<file path="src/rtl/gold_correlator.sv">
// Gold-code correlator: counts chip matches over each code period, reports the
// per-period sum, tracks code-phase lock and requests a one-chip slip on bad periods.
module gold_correlator #(
    parameter int CODE_LEN     = 1023,
    parameter int THRESH       = 768,
    parameter int LOCK_PERIODS = 3
) (
    input  logic       clk,
    input  logic       rstn,
    input  logic       chip_en,
    input  logic       epoch,
    input  logic       code_chip,
    input  logic       rx_chip,
    output logic [9:0] sum,
    output logic       sum_valid,
    output logic       locked,
    output logic       slip
);

    localparam int CW = $clog2(CODE_LEN + 1);
    localparam int GW = $clog2(LOCK_PERIODS + 1);
    localparam logic [CW-1:0] LEN_V  = CW'(CODE_LEN);
    localparam logic [CW-1:0] THR_V  = CW'(THRESH);
    localparam logic [GW-1:0] LOCK_V = GW'(LOCK_PERIODS);

    typedef enum logic {
        IDLE,
        ACCUM
    } state_t;

    state_t        state_q, state_d;
    logic [CW-1:0] acc_q, acc_d;
    logic [CW-1:0] cnt_q, cnt_d;
    logic [GW-1:0] good_q, good_d;
    logic [9:0]    sum_d;
    logic          sum_valid_d, locked_d, slip_d;
    logic          match;

    assign match = ~(rx_chip ^ code_chip);

    always_comb begin
        state_d     = state_q;
        acc_d       = acc_q;
        cnt_d       = cnt_q;
        good_d      = good_q;
        sum_d       = sum;
        sum_valid_d = 1'b0;
        slip_d      = 1'b0;
        if (chip_en) begin
            case (state_q)
                IDLE: begin
                    if (epoch) begin
                        acc_d   = CW'(match);
                        cnt_d   = CW'(1);
                        state_d = ACCUM;
                    end
                end
                ACCUM: begin
                    if (epoch) begin
                        // Epoch chip always opens a fresh period; only a full count reports.
                        acc_d = CW'(match);
                        cnt_d = CW'(1);
                        if (cnt_q == LEN_V) begin
                            sum_d       = 10'(acc_q);
                            sum_valid_d = 1'b1;
                            if (acc_q >= THR_V) begin
                                if (good_q != LOCK_V) good_d = good_q + GW'(1);
                            end else begin
                                good_d = '0;
                                slip_d = 1'b1;
                            end
                        end else begin
                            good_d = '0;
                        end
                    end else if (cnt_q == LEN_V) begin
                        // Missing epoch: drop this chip and resynchronise on the next epoch.
                        good_d  = '0;
                        acc_d   = '0;
                        cnt_d   = '0;
                        state_d = IDLE;
                    end else begin
                        acc_d = acc_q + CW'(match);
                        cnt_d = cnt_q + CW'(1);
                    end
                end
                default: state_d = IDLE;
            endcase
        end
        locked_d = (good_d == LOCK_V);
    end

    always_ff @(posedge clk or negedge rstn) begin
        if (!rstn) begin
            state_q   <= IDLE;
            acc_q     <= '0;
            cnt_q     <= '0;
            good_q    <= '0;
            sum       <= '0;
            sum_valid <= 1'b0;
            locked    <= 1'b0;
            slip      <= 1'b0;
        end else begin
            state_q   <= state_d;
            acc_q     <= acc_d;
            cnt_q     <= cnt_d;
            good_q    <= good_d;
            sum       <= sum_d;
            sum_valid <= sum_valid_d;
            locked    <= locked_d;
            slip      <= slip_d;
        end
    end

endmodule
</file>
<file path="config.mk">
export PLATFORM = sky130hd
export DESIGN_NAME = gold_correlator
export DESIGN_NICKNAME = d
export VERILOG_FILES = /design/src/rtl/gold_correlator.sv
export SDC_FILE = /design/constraint.sdc
export NUM_CORES = 1
export LEC_CHECK = 0
export ABC_CLOCK_PERIOD_IN_PS = 4400
export BUFFER_PORTS_ARGS = -buffer_cell sky130_fd_sc_hd__buf_2
export CAP_MARGIN = 25
export CORE_MARGIN = 3
export CORE_UTILIZATION = 45
export DETAILED_ROUTE_END_ITERATION = 8
export GPL_TIMING_DRIVEN = 0
export SYNTH_ARGS = -nofsm -noshare
export SYNTH_HDL_FRONTEND = slang
export SYNTH_SLANG_ARGS = --single-unit
</file>
<file path="constraint.sdc">
create_clock -name clk -period 4.4 [get_ports clk]
set_input_delay 0.44 -clock clk [delete_from_list [all_inputs] [get_ports clk]]
set_output_delay 0.44 -clock clk [all_outputs]
set_load 0.01 [all_outputs]
</file>
Word-level counts from Yosys, hierarchy flattened
Cells that the tools add are included.

Output and inout bits: 13. Logic and storage cells: 49. Input port bits: 6. Register bits after elaboration: 36.

Add/subtract/negate cells: 3. Reductions and logical operators: 2. Equal/unequal tests: 4. Order comparisons: 1. Bitwise operators: 3. Multiplexer cells: 28.

Operators with widths (number): 2-to-1 mux 10 bit (6); one-hot mux 10 bit (2 select lines) (2); 2-to-1 mux 2 bit (7); 2-to-1 mux 1 bit (12); adder 10 x 1 -> 10 bit (1); adder 10 x 1 -> 10 bit, second input constant (1); equality test 10 bit, second input constant (1); >= comparator 10 bit, second input constant (1); inequality test 2 bit, second input constant (2); AND reduction 4 bit (1); adder 2 x 1 -> 2 bit, second input constant (1); equality test 2 bit, second input constant (1); inverter 1 bit (2); one-hot mux 1 bit (2 select lines) (1); AND reduction 2 bit (1); XOR 1 bit (1).

Logic depth before layout (Yosys ltp)
Gate-level depths: netlist (run 1).

Depth in word-level cells: 8. Mapped depth: 7.

Worst setup path before layout (run 1)
Ideal clock, no wire load.

Kind: input to register. Start point: in code_chip. End point: reg acc_q[8]. Data arrival time: 1.838 ns. Slack: 2.458 ns. Cell stages on the path: 7. Cells stage by stage: xnor2_1 > ha_1 > ha_1 > and4_1 > nand4_1 > or4_1 > o311ai_1.

Longest elaborated chain between the ends: 6.

RTL lines: start: declaration (RTL line 12) `input logic code_chip,`; XOR 1 bit (RTL line 39) `assign match = ~(rx_chip ^ code_chip);`; inverter 1 bit (RTL line 39); adder 10 x 1 -> 10 bit (RTL line 82) `acc_d = acc_q + CW'(match);`; 2-to-1 mux 10 bit (RTL line 75) `end else if (cnt_q == LEN_V) begin`; 2-to-1 mux 10 bit (RTL line 59) `if (epoch) begin`; one-hot mux 10 bit (2 select lines) (RTL line 50) `case (state_q)`; end signal: assignment (RTL line 95) `acc_q <= '0;`; end signal: assignment (RTL line 104) `acc_q <= acc_d;`; end: declaration (RTL line 32) `logic [CW-1:0] acc_q, acc_d;`.

No other way between the ends. A chain may end at the register's enable or synchronous reset.

Worst setup path after layout (run 1)
Start point: reg cnt_q[0]. End point: reg sum[4].

Longest elaborated chain between the ends: 2.

RTL lines: start: declaration (RTL line 33) `logic [CW-1:0] cnt_q, cnt_d;`; start signal: assignment (RTL line 105) `cnt_q <= cnt_d;`; equality test 10 bit (RTL line 63) `if (cnt_q == LEN_V) begin`; AND reduction 4 bit (no source line); end signal: assignment (RTL line 107) `sum <= sum_d;`; end: declaration (RTL line 14) `output logic [9:0] sum,`.

No other way between the ends.

==> metrics.md, run 1 <==
| Metric | Value |
|---|---|
| Hold-fix buffers at CTS | 0 |
| FF-to-FF setup slack | 2.42 ns |
| Post-DP HPWL | 2460 µm |
| CTS H-Tree Depth | 2 |
| Final setup margin | 2.42 ns |
| Synth Warn # | 0 |
| Worst VDD drop | between 0.2 and 0.25 mV |
| Antenna diodes | 0 |
| Slew Limit Headroom | 0.493 |
| Via count | 1,280 |
| Asr flop ratio synth | 1.00 |
| Nets | 195 |
| I/O Buffers | 18 |
| Syn-to-layout area delta | 14.0% |
| # resized after CTS | 0 |
| Total power | 0.651 mW |
| Required time at the worst-slack endpoint | 4.57 ns |
| Rows | 22 |
| RSZ-0062 raised after global routing | no |
| Seq/Total Area, Yosys | 0.511 |
| Hold_ws | 0.227 ns |
| Starting utilization of the core area | 0.474 |
| Die area | 4700 µm² |
| # setup viols final | 0 |
| Max Freq | 0.504 GHz |
| DIE WIDTH | 68.6 µm |
| Startpoint Class | flop |
| #FFs+latches synth | 36 |
| Max_cap viols | 0 |
| Routability cong. | 0.911 |
| Critical path type | flop to flop |
| Worst Path Arrival | 2.15 ns |
| Fin crit share | 0.451 |
| DIE HEIGHT | 68.6 µm |
| First-pass GRT wire length | 5780 µm |
| Post-route cell area | 2010 µm² |
| Clk buf depth | 2 |
| Wire per inst | 14.1 µm |
| Min-delay worst type | input port to asynchronous set/reset pin |
| Hold Fails Final Rpt | 0 |
| Post-synth cell types | 39 |
| Via density per instance | 5.49 |
| Reg clk slew, reported paths | 0.07 ns |
| Fin. max-slew vios | 0 |
| Antenna violations before repair | 0 |
| Outcome | completed |
| CP Capture Type | flop |
| Total Wirelength | 3290 µm |
| Syn Nets | between 150 and 200 |
| Boundary Pins | 19 |
| Final Core Density | 0.541 |
| Finished Layout Cells | 233 |
| DRC Markers | 0 |
| EDFF count, synth | 0 |
| Placed Area | 1910 µm² |
| Synth Cell Area | 1760 µm² |
| Clock latency on the worst-skew pair | 0.28 ns |
| Max FO, Critical Path | 10 |
| Layout cells sized above 1 | 0.232 |
| Area of the core | 3720 µm² |
| DRT iter0 DRCs | 50 |
| Min Tclk post-route | 1.98 ns |
| Number of global-route vias before repair | 1,279 |
| Pwr per Cell Area | 324 nW/µm² |
| Root Buffer | clkbuf_8 |
| Clock skew | ~0.0032 ns |
| Syn Inst Count | 160 |
| Clock Sinks | 36 |
| Synth Flop Type | dfrtp_1 |
| # placed instances | 226 |
| Largest net degree at the start of global routing | 37 |
| Worst-Margin Slew | 0.760 ns |
| Drt first pass iters | 4 |
| Tot GR Track Use | 0.167 |
| Setup TNS Final | 0 ns |
| Pre-CTS setup slack | around 2.2 ns |
| Final ANT Viol Nets | 0 |
| CTS tree | done |
| Num CTS Buffers | 5 |
| Postcts setup bufs | 0 |
| Leakage power | 0.944 nW |
| Grt total ovfl | 0 |
| Syn_area_per_cell | roughly 11 µm² |
sequential cells by signal (all words and copies together), names as in the netlist:
signal and flops:
sum_valid 1, cnt_q 10, sum 10, slip 1, state_q 1, good_q 2, locked 1, acc_q 10
final timing paths:
path                           from       end  depth (start not counted)
max                        cnt_q[0]    sum[4]                          7
min                            rstn    sum[7]                          1
max reg2reg                cnt_q[0]    sum[4]                          7
min reg2reg                  sum[2]    sum[2]                          1
max in group asynchronous      rstn  acc_q[2]                          1
min in group clk            chip_en  cnt_q[0]                          3
cell usage after synthesis, types with 2 or more instances:
library cell / n / area (µm²)
a32oi_1: 2 / 17.5
nand2_1: 12 / 45.0
nand4_1: 8 / 50.1
ha_1: 4 / 50.1
dfrtp_1: 36 / 901
a21oi_1: 5 / 25.0
and3_4: 2 / 22.5
xor2_1: 7 / 61.3
a31oi_1: 2 / 12.5
xnor2_1: 4 / 35.0
o2bb2ai_1: 5 / 43.8
mux2_4: 8 / 120
inv_1: 3 / 11.3
and3_1: 2 / 12.5
and4_1: 2 / 17.5
o21ai_0: 9 / 45.0
nor2_1: 17 / 63.8
and2_1: 2 / 12.5
o211ai_1: 2 / 15.0
or3_1: 2 / 12.5
buf_2: 2 / 10.0
nand3_1: 6 / 30.0
mux2_2: 2 / 22.5
cell type report:
type                    instances  area (µm²)
fillers                       335        1710
flip-flops and latches         36         901
multi-input cells             115         805
clock buffers                   7        96.3
repair buffers                 18        90.1
well taps                      48        60.1
plain buffers                   6        46.3
inverters                       3        11.3
kinds of logic (layout without fill, tap and decap cells):
| kind of cell | after synthesis | after routing | share of synthesized area |
|---|---|---|---|
| compound gates | 32 | 32 | 0.121 |
| xor+xnor | 11 | 11 | 0.0546 |
| fa+ha+maj | 4 | 4 | 0.0284 |
| buf+inv | 9 | 34 | 0.0326 |
| flops | 36 | 36 | 0.511 |
| mux | 10 | 10 | 0.0809 |
| simple gates | 58 | 58 | 0.172 |
report_power, final:
part / leakage [nW] / internal (mW) / switching, mW / total [mW]
Clock: 0.0503 / 0.139 / 0.108 / 0.248
Combinational: 0.403 / 0.0186 / 0.0305 / 0.0491
Sequential: 0.490 / 0.341 / 0.0129 / 0.354
metal layers:
layer | global-route usage | part of all wire | vias up
met5 | 0 | 0 | -
met4 | 0.0546 | 0.013 | 0
met3 | 0.0616 | 0.041 | 6
met2 | 0.272 | 0.49 | 21
met1 | 0.205 | 0.46 | 620
li1 | - | - | 633
layout by cell type (no fill, tap or decap), types with 2 or more instances in the layout:
cell type and instances:
dfrtp_1 36, buf_2 20, nor2_1 17, nand2_1 12
o21ai_0 9, nand4_1 8, mux2_4 8, xor2_1 7
clkbuf_8 7, nand3_1 6, o2bb2ai_1 5, a21oi_1 5
xnor2_1 4, ha_1 4, inv_1 3, and3_1 2
and4_1 2, and2_1 2, and3_4 2, a31oi_1 2
a32oi_1 2, o211ai_1 2, mux2_2 2, or3_1 2
worst max-delay path, stage by stage (launching register included):
cell,delay [ns]
dfrtp_1,0.41
ha_1,0.20
and3_1,0.17
clkbuf_2,0.19
and3_4,0.24
and3_4,0.22
buf_12,0.14
mux2_4,0.30
(Power assumes the default switching activity.)
==> run 2: changes to the inputs <==
- ABC_CLOCK_PERIOD_IN_PS: 4400 -> 1700
- PLACE_DENSITY: not set -> 0.66
- clock period: 4.4 -> 1.7 ns (I/O delays scaled with it)
==> metrics.md, run 2 (synthesis gave the netlist of run 1 again) <==
| Metric | Value |
|---|---|
| Final Core Density | 0.600 (+0.0596) |
| Largest net degree at the start of global routing | 37 (unchanged) |
| Nets | 214 (+9.7%) |
| Max_cap viols | 0 (unchanged) |
| Final ANT Viol Nets | 0 (unchanged) |
| Final setup margin | -0.0869 ns (-2.50 ns) |
| Drt first pass iters | 4 (unchanged) |
| First-pass GRT wire length | 6360 µm (+10%) |
| Setup TNS Final | -0.525 ns (-0.525 ns) |
| R2R cell count | 7 (unchanged) |
| Pint | 1.41 mW (+180%) |
| Clock skew | 0.00911 ns (+0.00586 ns) |
| DRT iter0 DRCs | 111 (+120%) |
| Max FO, Critical Path | 2 (-8) |
| Total Wirelength | 3820 µm (+16%) |
| FF-to-FF setup slack | -0.09 ns (-2.50 ns) |
| Number of global-route vias before repair | 1,375 (+7.5%) |
| Via density per instance | 5.55 (+1.0%) |
| Rows | 22 (unchanged) |
| Clock latency on the worst-skew pair | 0.28 ns (about the same) |
| Layout cells sized above 1 | 0.341 (+0.109) |
| # setup viols final | 8 (+8) |
| Min-delay src | chip_en |
| Max stage delay on crit path | 0.36 ns (-0.05 ns) |
| Root Buffer | clkbuf_8 |
| Reg clk slew, reported paths | 0.07 ns (about the same) |
| Leakage power | 1.06 nW (+12%) |
| Worst reg2reg startpoint | cnt_q[1] |
| Clk buf depth | 2 (unchanged) |
| Reg power frac | 0.497 (-0.047) |
| Worst path bufs/invs | 2 (unchanged) |
| Clock power frac | 0.399 (+0.018) |
| Failing checks | negative setup slack |
| Antenna violations before repair | 0 (unchanged) |
| Critical-path top delay cell | dfrtp_1 |
| Commonest non-fill, non-tap cell in the layout | dfrtp_1 |
| Slew Limit Headroom | 0.487 (-0.00649) |
| Required time at the worst-slack endpoint | 1.88 ns (-2.69 ns) |
| Outcome | finished, violations left |
| Post-DP HPWL | 2440 µm (-0.44%) |
| DRC Markers | 0 (unchanged) |
| I/O Buffers | 18 (unchanged) |
| Hold Fails Final Rpt | 0 (unchanged) |
| Via count | 1,404 (+9.7%) |
| Pwr per Cell Area | 821 nW/µm² (+150%) |
| Syn-to-layout area delta | 26.5% |
| Max Freq | 0.560 GHz (+11%) |
| Fin crit share | 1.05 (+0.600) |
| CTS H-Tree Depth | 2 (unchanged) |
| Starting utilization of the core area | 0.474 (unchanged) |
| Worst r2r dst | sum[6] |
| Critical path type | flop to flop |
| Fin. max-slew vios | 0 (unchanged) |
| Routability cong. | 0.806 (-12%) |
| Wire per inst | 15.1 µm (+6.7%) |
| Area of the core | 3720 µm² (unchanged) |
| Biggest regs | acc_q: 10 flops, cnt_q: 10 flops, sum: 10 flops |
| CP Capture Type | flop |
| Antenna diodes | 0 (unchanged) |
| Most Frequent Cell on Critical Path | and3_4 |
| Num CTS Buffers | 5 (unchanged) |
| Worst VDD drop | 0.581 mV (+170%) |
| Tot GR Track Use | 0.179 (+0.0120) |
| Hold depth | 3 |
| Combinational power share | 0.104 (+0.029) |
| Boundary Pins | 19 (unchanged) |
| RSZ-0062 raised after global routing | yes |
| Worst-Margin Slew | 0.770 ns (+0.00974 ns) |
| Min-delay worst type | input port to flop |
| WHS Endpoint | cnt_q[0] |
| Net Sw Frac | 0.232 (-0.00146) |
| Sequence of cells on the critical path | ha_2 > and3_4 > and3_4 > and3_4 > buf_12 > buf_4 > mux2_2 |
| Clock Sinks | 36 (unchanged) |
| DIE WIDTH | 68.6 µm (unchanged) |
| Net Sw Power | 0.425 mW (+180%) |
| Grt total ovfl | 0 (unchanged) |
| Worst Path Arrival | 1.96 ns (-0.19 ns) |
| Hold_ws | 0.243 ns (+0.0164 ns) |
| Startpoint Class | flop |
| CTS tree | done |
| Fillers | 314 (-6.3%) |
| Min Tclk post-route | 1.79 ns (-0.197 ns) |
| DIE HEIGHT | 68.6 µm (unchanged) |
| Die area | 4700 µm² (unchanged) |
| Most frequent cells in the layout | dfrtp_1, buf_2, nor2_1, buf_4, nand2_1 |
| Top delay family on crit path | simple AND/OR/NAND/NOR gates |
-- run 2: changes by cell type in the layout (fill, tap and decap cells not counted), moves of 2 or more --
cell,before,now
buf_4,1,17
and4_1,2,0
buf_12,1,3
clkbuf_8,7,5
ha_1,4,2
ha_2,0,2
-- run 2: worst max-delay path by stage --
stage / from / end / slack, ns / cells after the start
global placement: code_chip / acc_q[8] / -0.23 / 8
CTS: cnt_q[0] / sum[8] / -0.15 / 8
global route: cnt_q[5] / sum[8] / -0.10 / 6
floorplan: cnt_q[1] / sum[0] / -0.06 / 7
finish: cnt_q[1] / sum[6] / -0.09 / 7
detailed placement: code_chip / acc_q[8] / -0.26 / 8
-- run 2: repair_timing --
action / in CTS / in global routing
buffers inserted: 11 / 10
resized for setup: 4 / 11
cloned: 1 / 0
pin swaps: 2 / 2
endpoints found under the setup margin: 12 / 25
hold buffers: 1 / 0
endpoints found under the hold margin: 36 / 0
-- run 2: layout make-up --
type | instances | area (µm²) | area share
repair buffers | 39 | 279 | 0.125
inverters | 3 | 11.3 | 0.00505
clock buffers | 6 | 72.6 | 0.0325
plain buffers | 4 | 37.5 | 0.0168
flip-flops and latches | 36 | 902 | 0.404
well taps | 48 | 60.1 | 0.0269
multi-input cells | 115 | 833 | 0.374
clock inverters | 2 | 35.0 | 0.0157
-- run 2: power groups by stage --
stage / clock network, mW / registers, mW / logic, mW
finish: 0.731 / 0.911 / 0.190
detailed placement: 0 / 0.932 / 0.127
floorplan: 0 / 0.923 / 0.0840
global placement: 0 / 0.930 / 0.128
global route: 0.788 / 0.914 / 0.217
CTS: 0.742 / 0.909 / 0.162
-- run 2: metal layers --
layer  track usage  part of all wire  up-vias
met3        0.0357             0.047        4
met1         0.221              0.41      690
li1              -                 -      670
met5             0                 0        -
met2         0.317              0.53       40
met4        0.0471            0.0079        0
-- run 2: stage by stage --
step           instance area (µm²)  power [mW]  cells  worst slack [ns]
4_1_cts                       2190        1.81    247            -0.148
6_report                      2230        1.83    253           -0.0869
5_1_grt                       2230        1.92    253            -0.101
3_5_place_dp                  1920        1.06    226            -0.261
3_3_place_gp                  1920        1.06    226            -0.228
2_1_floorplan                 1770        1.01    160           -0.0601
-- run 2: tightest hold or removal path, cell delays in order --
cell	delay (ns)
buf_2	0.14
a22oi_1	0.10
o31ai_1	0.07
